[src/rtl/bool_lut_eval_if.sv]
// Bundle of the evaluator's data, table-load and edge-counter signals.
// Ports: in/load_start/load_valid/load_bit/cnt_clr driven by the master;
//        out/busy/load_done/rise_cnt driven by the slave (the evaluator).
interface bool_lut_eval_if #(
    parameter int N_IN  = 5,
    parameter int CNT_W = 8
);
    logic [N_IN-1:0]  in;
    logic             out;
    logic             load_start;
    logic             load_valid;
    logic             load_bit;
    logic             busy;
    logic             load_done;
    logic             cnt_clr;
    logic [CNT_W-1:0] rise_cnt;

    modport master (
        output in, load_start, load_valid, load_bit, cnt_clr,
        input  out, busy, load_done, rise_cnt
    );

    modport slave (
        input  in, load_start, load_valid, load_bit, cnt_clr,
        output out, busy, load_done, rise_cnt
    );
endinterface

[src/rtl/bool_lut_eval.sv]
// Registered N-input Boolean function evaluator driven by a 2^N_IN-bit truth table.
// Latency: in -> out is 2 cycles, 1 result per cycle; rise_cnt follows out by 1 cycle.
// Load: serial MSB-first into a shadow table, swapped atomically; load_valid gaps stall the load.
// Ports: clk, rst (sync, active-high), bus (slave side of bool_lut_eval_if).
module bool_lut_eval #(
    parameter int                     N_IN       = 5,
    parameter int                     CNT_W      = 8,
    parameter logic [(2**N_IN)-1:0]   TABLE_INIT = 32'hB0B0B000
) (
    input  logic              clk,
    input  logic              rst,
    bool_lut_eval_if.slave    bus
);
    localparam int TW = 2**N_IN;
    localparam logic [N_IN:0]      LAST_BIT = (N_IN+1)'(TW - 1);
    localparam logic [CNT_W-1:0]   CNT_MAX  = '1;

    typedef enum logic [1:0] {
        IDLE   = 2'd0,
        LOAD   = 2'd1,
        COMMIT = 2'd2
    } state_t;

    state_t            state_q,    state_d;
    logic [N_IN:0]     bit_cnt_q,  bit_cnt_d;
    logic [TW-1:0]     shadow_q,   shadow_d;
    logic [TW-1:0]     active_q,   active_d;
    logic              done_q,     done_d;
    logic [N_IN-1:0]   in_q,       in_d;
    logic              out_q,      out_d;
    logic              out_prev_q, out_prev_d;
    logic [CNT_W-1:0]  cnt_q,      cnt_d;

    // Bits arrive MSB first, so bit k lands at TW-1-k, which for a
    // power-of-two table is simply the bitwise inverse of the count.
    logic [N_IN-1:0]   wr_idx;
    assign wr_idx = ~bit_cnt_q[N_IN-1:0];

    // Table-load FSM
    always_comb begin
        state_d   = state_q;
        bit_cnt_d = bit_cnt_q;
        shadow_d  = shadow_q;
        active_d  = active_q;
        done_d    = 1'b0;
        unique case (state_q)
            IDLE: begin
                if (bus.load_start) begin
                    state_d   = LOAD;
                    bit_cnt_d = '0;
                end
            end
            LOAD: begin
                // A fresh load_start restarts the load and drops that cycle's bit.
                if (bus.load_start) begin
                    bit_cnt_d = '0;
                end else if (bus.load_valid) begin
                    shadow_d[wr_idx] = bus.load_bit;
                    bit_cnt_d        = bit_cnt_q + 1'b1;
                    if (bit_cnt_q == LAST_BIT) begin
                        state_d = COMMIT;
                    end
                end
            end
            COMMIT: begin
                active_d = shadow_q;
                done_d   = 1'b1;
                state_d  = IDLE;
            end
            default: begin
                state_d = IDLE;
            end
        endcase
    end

    // Evaluation path and edge counter
    always_comb begin
        in_d       = bus.in;
        out_d      = active_q[in_q];
        out_prev_d = out_q;
        cnt_d      = cnt_q;
        if (bus.cnt_clr) begin
            cnt_d = '0;
        end else if (out_q && !out_prev_q && (cnt_q != CNT_MAX)) begin
            cnt_d = cnt_q + CNT_W'(1);
        end
    end

    always_ff @(posedge clk) begin
        if (rst) begin
            state_q    <= IDLE;
            bit_cnt_q  <= '0;
            shadow_q   <= TABLE_INIT;
            active_q   <= TABLE_INIT;
            done_q     <= 1'b0;
            in_q       <= '0;
            out_q      <= 1'b0;
            out_prev_q <= 1'b0;
            cnt_q      <= '0;
        end else begin
            state_q    <= state_d;
            bit_cnt_q  <= bit_cnt_d;
            shadow_q   <= shadow_d;
            active_q   <= active_d;
            done_q     <= done_d;
            in_q       <= in_d;
            out_q      <= out_d;
            out_prev_q <= out_prev_d;
            cnt_q      <= cnt_d;
        end
    end

    assign bus.out       = out_q;
    assign bus.busy      = (state_q != IDLE);
    assign bus.load_done = done_q;
    assign bus.rise_cnt  = cnt_q;
endmodule
[src/flat_wrapper.sv]
// flat-port wrapper written by rule: the top's interface ports become plain ports
module bool_lut_eval_flat 
#(
    parameter int                     N_IN       = 5,
    parameter int                     CNT_W      = 8,
    parameter logic [(2**N_IN)-1:0]   TABLE_INIT = 32'hB0B0B000
)
  (clk, rst, bus_in, bus_load_start, bus_load_valid, bus_load_bit, bus_cnt_clr, bus_out, bus_busy, bus_load_done, bus_rise_cnt);
  bool_lut_eval_if #(.N_IN(N_IN), .CNT_W(CNT_W)) bus_i ();
  input  logic clk;
  input  logic rst;
  input wire logic [$bits(bus_i.in)-1:0] bus_in;
  input wire logic [$bits(bus_i.load_start)-1:0] bus_load_start;
  input wire logic [$bits(bus_i.load_valid)-1:0] bus_load_valid;
  input wire logic [$bits(bus_i.load_bit)-1:0] bus_load_bit;
  input wire logic [$bits(bus_i.cnt_clr)-1:0] bus_cnt_clr;
  output wire logic [$bits(bus_i.out)-1:0] bus_out;
  output wire logic [$bits(bus_i.busy)-1:0] bus_busy;
  output wire logic [$bits(bus_i.load_done)-1:0] bus_load_done;
  output wire logic [$bits(bus_i.rise_cnt)-1:0] bus_rise_cnt;
  assign bus_i.in = bus_in;
  assign bus_i.load_start = bus_load_start;
  assign bus_i.load_valid = bus_load_valid;
  assign bus_i.load_bit = bus_load_bit;
  assign bus_i.cnt_clr = bus_cnt_clr;
  assign bus_out = bus_i.out;
  assign bus_busy = bus_i.busy;
  assign bus_load_done = bus_i.load_done;
  assign bus_rise_cnt = bus_i.rise_cnt;
  bool_lut_eval #(.N_IN(N_IN), .CNT_W(CNT_W), .TABLE_INIT(TABLE_INIT)) u_core (.clk(clk), .rst(rst), .bus(bus_i));
endmodule
[config.mk]
export PLATFORM = sky130hd
export DESIGN_NAME = bool_lut_eval_flat
export DESIGN_NICKNAME = d
export VERILOG_FILES = /design/src/rtl/bool_lut_eval_if.sv /design/src/rtl/bool_lut_eval.sv /design/src/flat_wrapper.sv
export SDC_FILE = /design/constraint.sdc
export NUM_CORES = 1
export LEC_CHECK = 0
export CORE_MARGIN = 10
export CORE_UTILIZATION = 30
export DETAILED_ROUTE_END_ITERATION = 8
export GPL_ROUTABILITY_DRIVEN = 0
export PLACE_DENSITY = 0.54
export SYNTH_ARGS = -nofsm -noshare
export SYNTH_HDL_FRONTEND = slang
export SYNTH_SLANG_ARGS = --single-unit
export TNS_END_PERCENT = 10
[constraint.sdc]
create_clock -name clk -period 4.41 [get_ports clk]
set_input_delay 0.441 -clock clk [delete_from_list [all_inputs] [get_ports clk]]
set_output_delay 0.441 -clock clk [all_outputs]
set_load 0.01 [all_outputs]
==> flow_summary_export.csv <==
group,metric,value,unit
critical_path,rrSetupSlack,2.50,ns
clock_network,clkTransAtPathRegs,0.06,ns
synth,synth_top_area_share,45.95,%
synth,yosys.area.top_type,"dfxtp_1",
global_routing,antenna_found_initial,0,
pwr,switching_power,0.3396,mW
synth,ys_dominant_reg_cell,"dfxtp_1",
pwr,vdd_ir_drop_max,0.2196,mV
status,status,"completed",
global_routing,gr-total-overflow,0,
synth,netlist_area,3834,um2
layout,post-route-util,35.20,%
pwr,power_leakage,1.645,nW
timing,period_share,47.53,%
global_routing,grt_pass1_wl,14430,um
timing,finalSetupViolCount,0,
timing,holdWs,0.4499,ns
global_routing,grt_start_max_net_pins,46,
synth,ys_top_cells_by_area,"dfxtp_1 (46%), mux2i_1 (7.6%), nand2_1 (6.9%)",
routing,wl,8282,um
die,die_area,17700,um2
job,drv_cap,0,
timing,worstMarginPinSlew,1.184,ns
pwr,clockPowerShare,45.4,%
die,start_util,30.50,%
synth,synth-edff-count,0,
synth,ys.warnings.count,0,
critical_path,path_max_fanout,12,
clock_network,cts_tree,"built",
routing,via_per_inst,4.775,
timing,finalSetupTns,0,ns
timing,timing.fmax,0.4771,GHz
layout,antenna_cells,0,
pwr,internal-power,1.259,mW
routing,postRouteAntennaNets,0,
die,die_x,133.0,um
clock_network,cts_setup_buffers,0,
routing,num_vias,2889,
placed_design,post-dp-hpwl,5589,um
synth,ys_async_sr_fraction,0,%
timing,clock_skew,0.005937,ns
synth,synth_cell_type_count,45,
clock_network,hold_buffers,0,
routing,dr.pass1.iters,4,
pwr,netSwitchingFraction,21.24,%
clock_network,clock_sinks,88,
critical_path,start_kind,"register",
clock_network,cts_buffers,9,
layout,n_fill_cell,1278,
layout,layout-drive-gt1-share,8.776,%
global_routing,grt_pass1_vias,2913,
die,rows,41,
die,core_area,12570,um2
routing,post-route-drc-count,0,
synth,synth_nets,444,
timing,rsz0062_at_grt,"false",
synth,avgSynthCellArea,8.957,um2
layout,area_delta_synth_final,15.40,%
critical_path,cp-end-kind,"primary output",
synth,synth.most_common_cell,"dfxtp_1",
timing,max_slew_margin,20.81,%
synth,synthCells,428,
synth,yosys_register_bits,88,
clock_network,clkLatencyLatePin,0.34,ns
routing,drt_iter0_markers,173,
global_routing,grt_use_total,9.945,%
routing,wl_per_cell,13.69,um
critical_path,arrival,1.66,ns
timing,hold_viol_final,0,
die,io_pins,22,
hold_path,min_path_type,"register to register",
synth,synth_seq_area_share,45.95,%
clock_network,h-tree-depth,3,
layout,final_cell_area,4424,um2
die,die_h,133.0,um
synth,synth_common_cells,"dfxtp_1 (88), nand2_1 (70), a21oi_1 (37)",
clock_network,ctsResizeCount,0,
timing,final_max_slew_viol_count,0,
pwr,power_frac_comb,3.9,%
placed_design,portBuffers,21,
layout,final_nets,446,
clock_network,clock_path_buffers,2,
timing,period_minus_slack,2.096,ns
critical_path,crit_type,"register to primary output",
placed_design,placed_cell_area,4148,um2
clock_network,cts-root-buf,"clkbuf_16",
pwr,seqPwrFrac,50.7,%
pwr,power_density,361.4,nW/um2
critical_path,crit_required,3.97,ns
[metrics by stage]
stage	setup slack, ns	total power [mW]	std cells
final	2.314	1.599	605
after global routing	2.244	1.657	605
after CTS	2.324	1.616	605
after detailed placement	2.208	0.8915	591
after global placement	2.244	0.8906	591
after floorplan	2.765	0.8667	428
[cells in the final DEF (no fill, tap or decap), types with 2 or more instances in the layout]
master | synthesis | final
nor4b_1 | 2 | 2
clkbuf_16 | 0 | 9
nor3b_1 | 8 | 8
mux2i_1 | 29 | 29
a21oi_1 | 37 | 37
nand2_1 | 70 | 70
nor3_1 | 4 | 4
clkinv_2 | 0 | 2
nand2b_1 | 10 | 10
o31ai_1 | 3 | 3
and3_1 | 2 | 2
a2111oi_0 | 2 | 2
ha_1 | 5 | 5
and3b_1 | 3 | 3
nor2_2 | 1 | 2
or4_1 | 2 | 2
o21bai_1 | 3 | 3
xnor2_1 | 6 | 6
nand3b_1 | 11 | 11
nor2b_1 | 6 | 6
inv_1 | 7 | 7
dfxtp_1 | 88 | 88
buf_4 | 2 | 4
or2_2 | 2 | 2
clkdlybuf4s50_1 | 0 | 20
o21ai_0 | 6 | 6
nand3_1 | 31 | 31
mux4_2 | 7 | 7
mux2_2 | 2 | 2
nor2_1 | 32 | 31
[worst max-delay path: stages (launching register included)]
cell and delay, ns:
dfxtp_1 0.60, or2_2 0.19, clkdlybuf4s50_1 0.53
[cell families (layout without fill, tap and decap cells)]
kind of cell / count (synthesis) / after routing / synth area share, %
buffers and inverters: 41 / 46 / 4.700
adders and majority gates: 5 / 5 / 1.632
muxes: 38 / 38 / 12.27
AOI/OAI and AO/OA: 58 / 58 / 8.910
and+or+nand+nor: 191 / 191 / 24.94
DFF: 88 / 88 / 45.95
xor gates and xnor gates: 7 / 7 / 1.599
[registers in the layout (all words and copies together), names as in the netlist]
name	flops
u_core.active_q	32
u_core.shadow_q	32
u_core.bus.rise_cnt	8
u_core.bit_cnt_q	6
u_core.in_q	5
u_core.state_q	2
u_core.bus.load_done	1
u_core.bus.out	1
u_core.out_prev_q	1
[power groups by stage]
stage	Combinational, mW	Clock [mW]	Sequential [mW]
after floorplan	0.0456	0	0.821
after global placement	0.0629	0	0.828
after detailed placement	0.0637	0	0.828
after CTS	0.0639	0.742	0.810
after global routing	0.0693	0.776	0.811
final	0.0629	0.726	0.810
[path summary, 6_finish.rpt]
check,from,end,cells after the start
worst max-delay path,u_core.state_q[1],bus_busy,2
worst min-delay path,u_core.active_q[5],u_core.active_q[5],2
worst max register to register,u_core.in_q[1],u_core.bus.out,4
worst min register to register,u_core.active_q[5],u_core.active_q[5],2
[area by class of cell]
cell class                 instances  area [um2]  area share (%)
clock buffer                      10       229.0           5.175
clock inverter                     4       47.55           1.075
inverter                           7       26.28          0.5939
multi-input combinational        299        1909           43.16
sequential                        88        1762           39.82
tap                              172       215.2           4.864
timing repair buffer              25       235.2           5.317
[routing by layer]
layer  global-route usage (%)  up-vias  part of all wire (%)
li1                         -     1471                     -
met5                        0        -                     0
met3                    2.120       11                   3.1
met1                    11.87     1376                    46
met2                    16.49       31                    49
met4                    4.951        0                   2.0
Note: power is estimated with default switching activity, not from simulation.
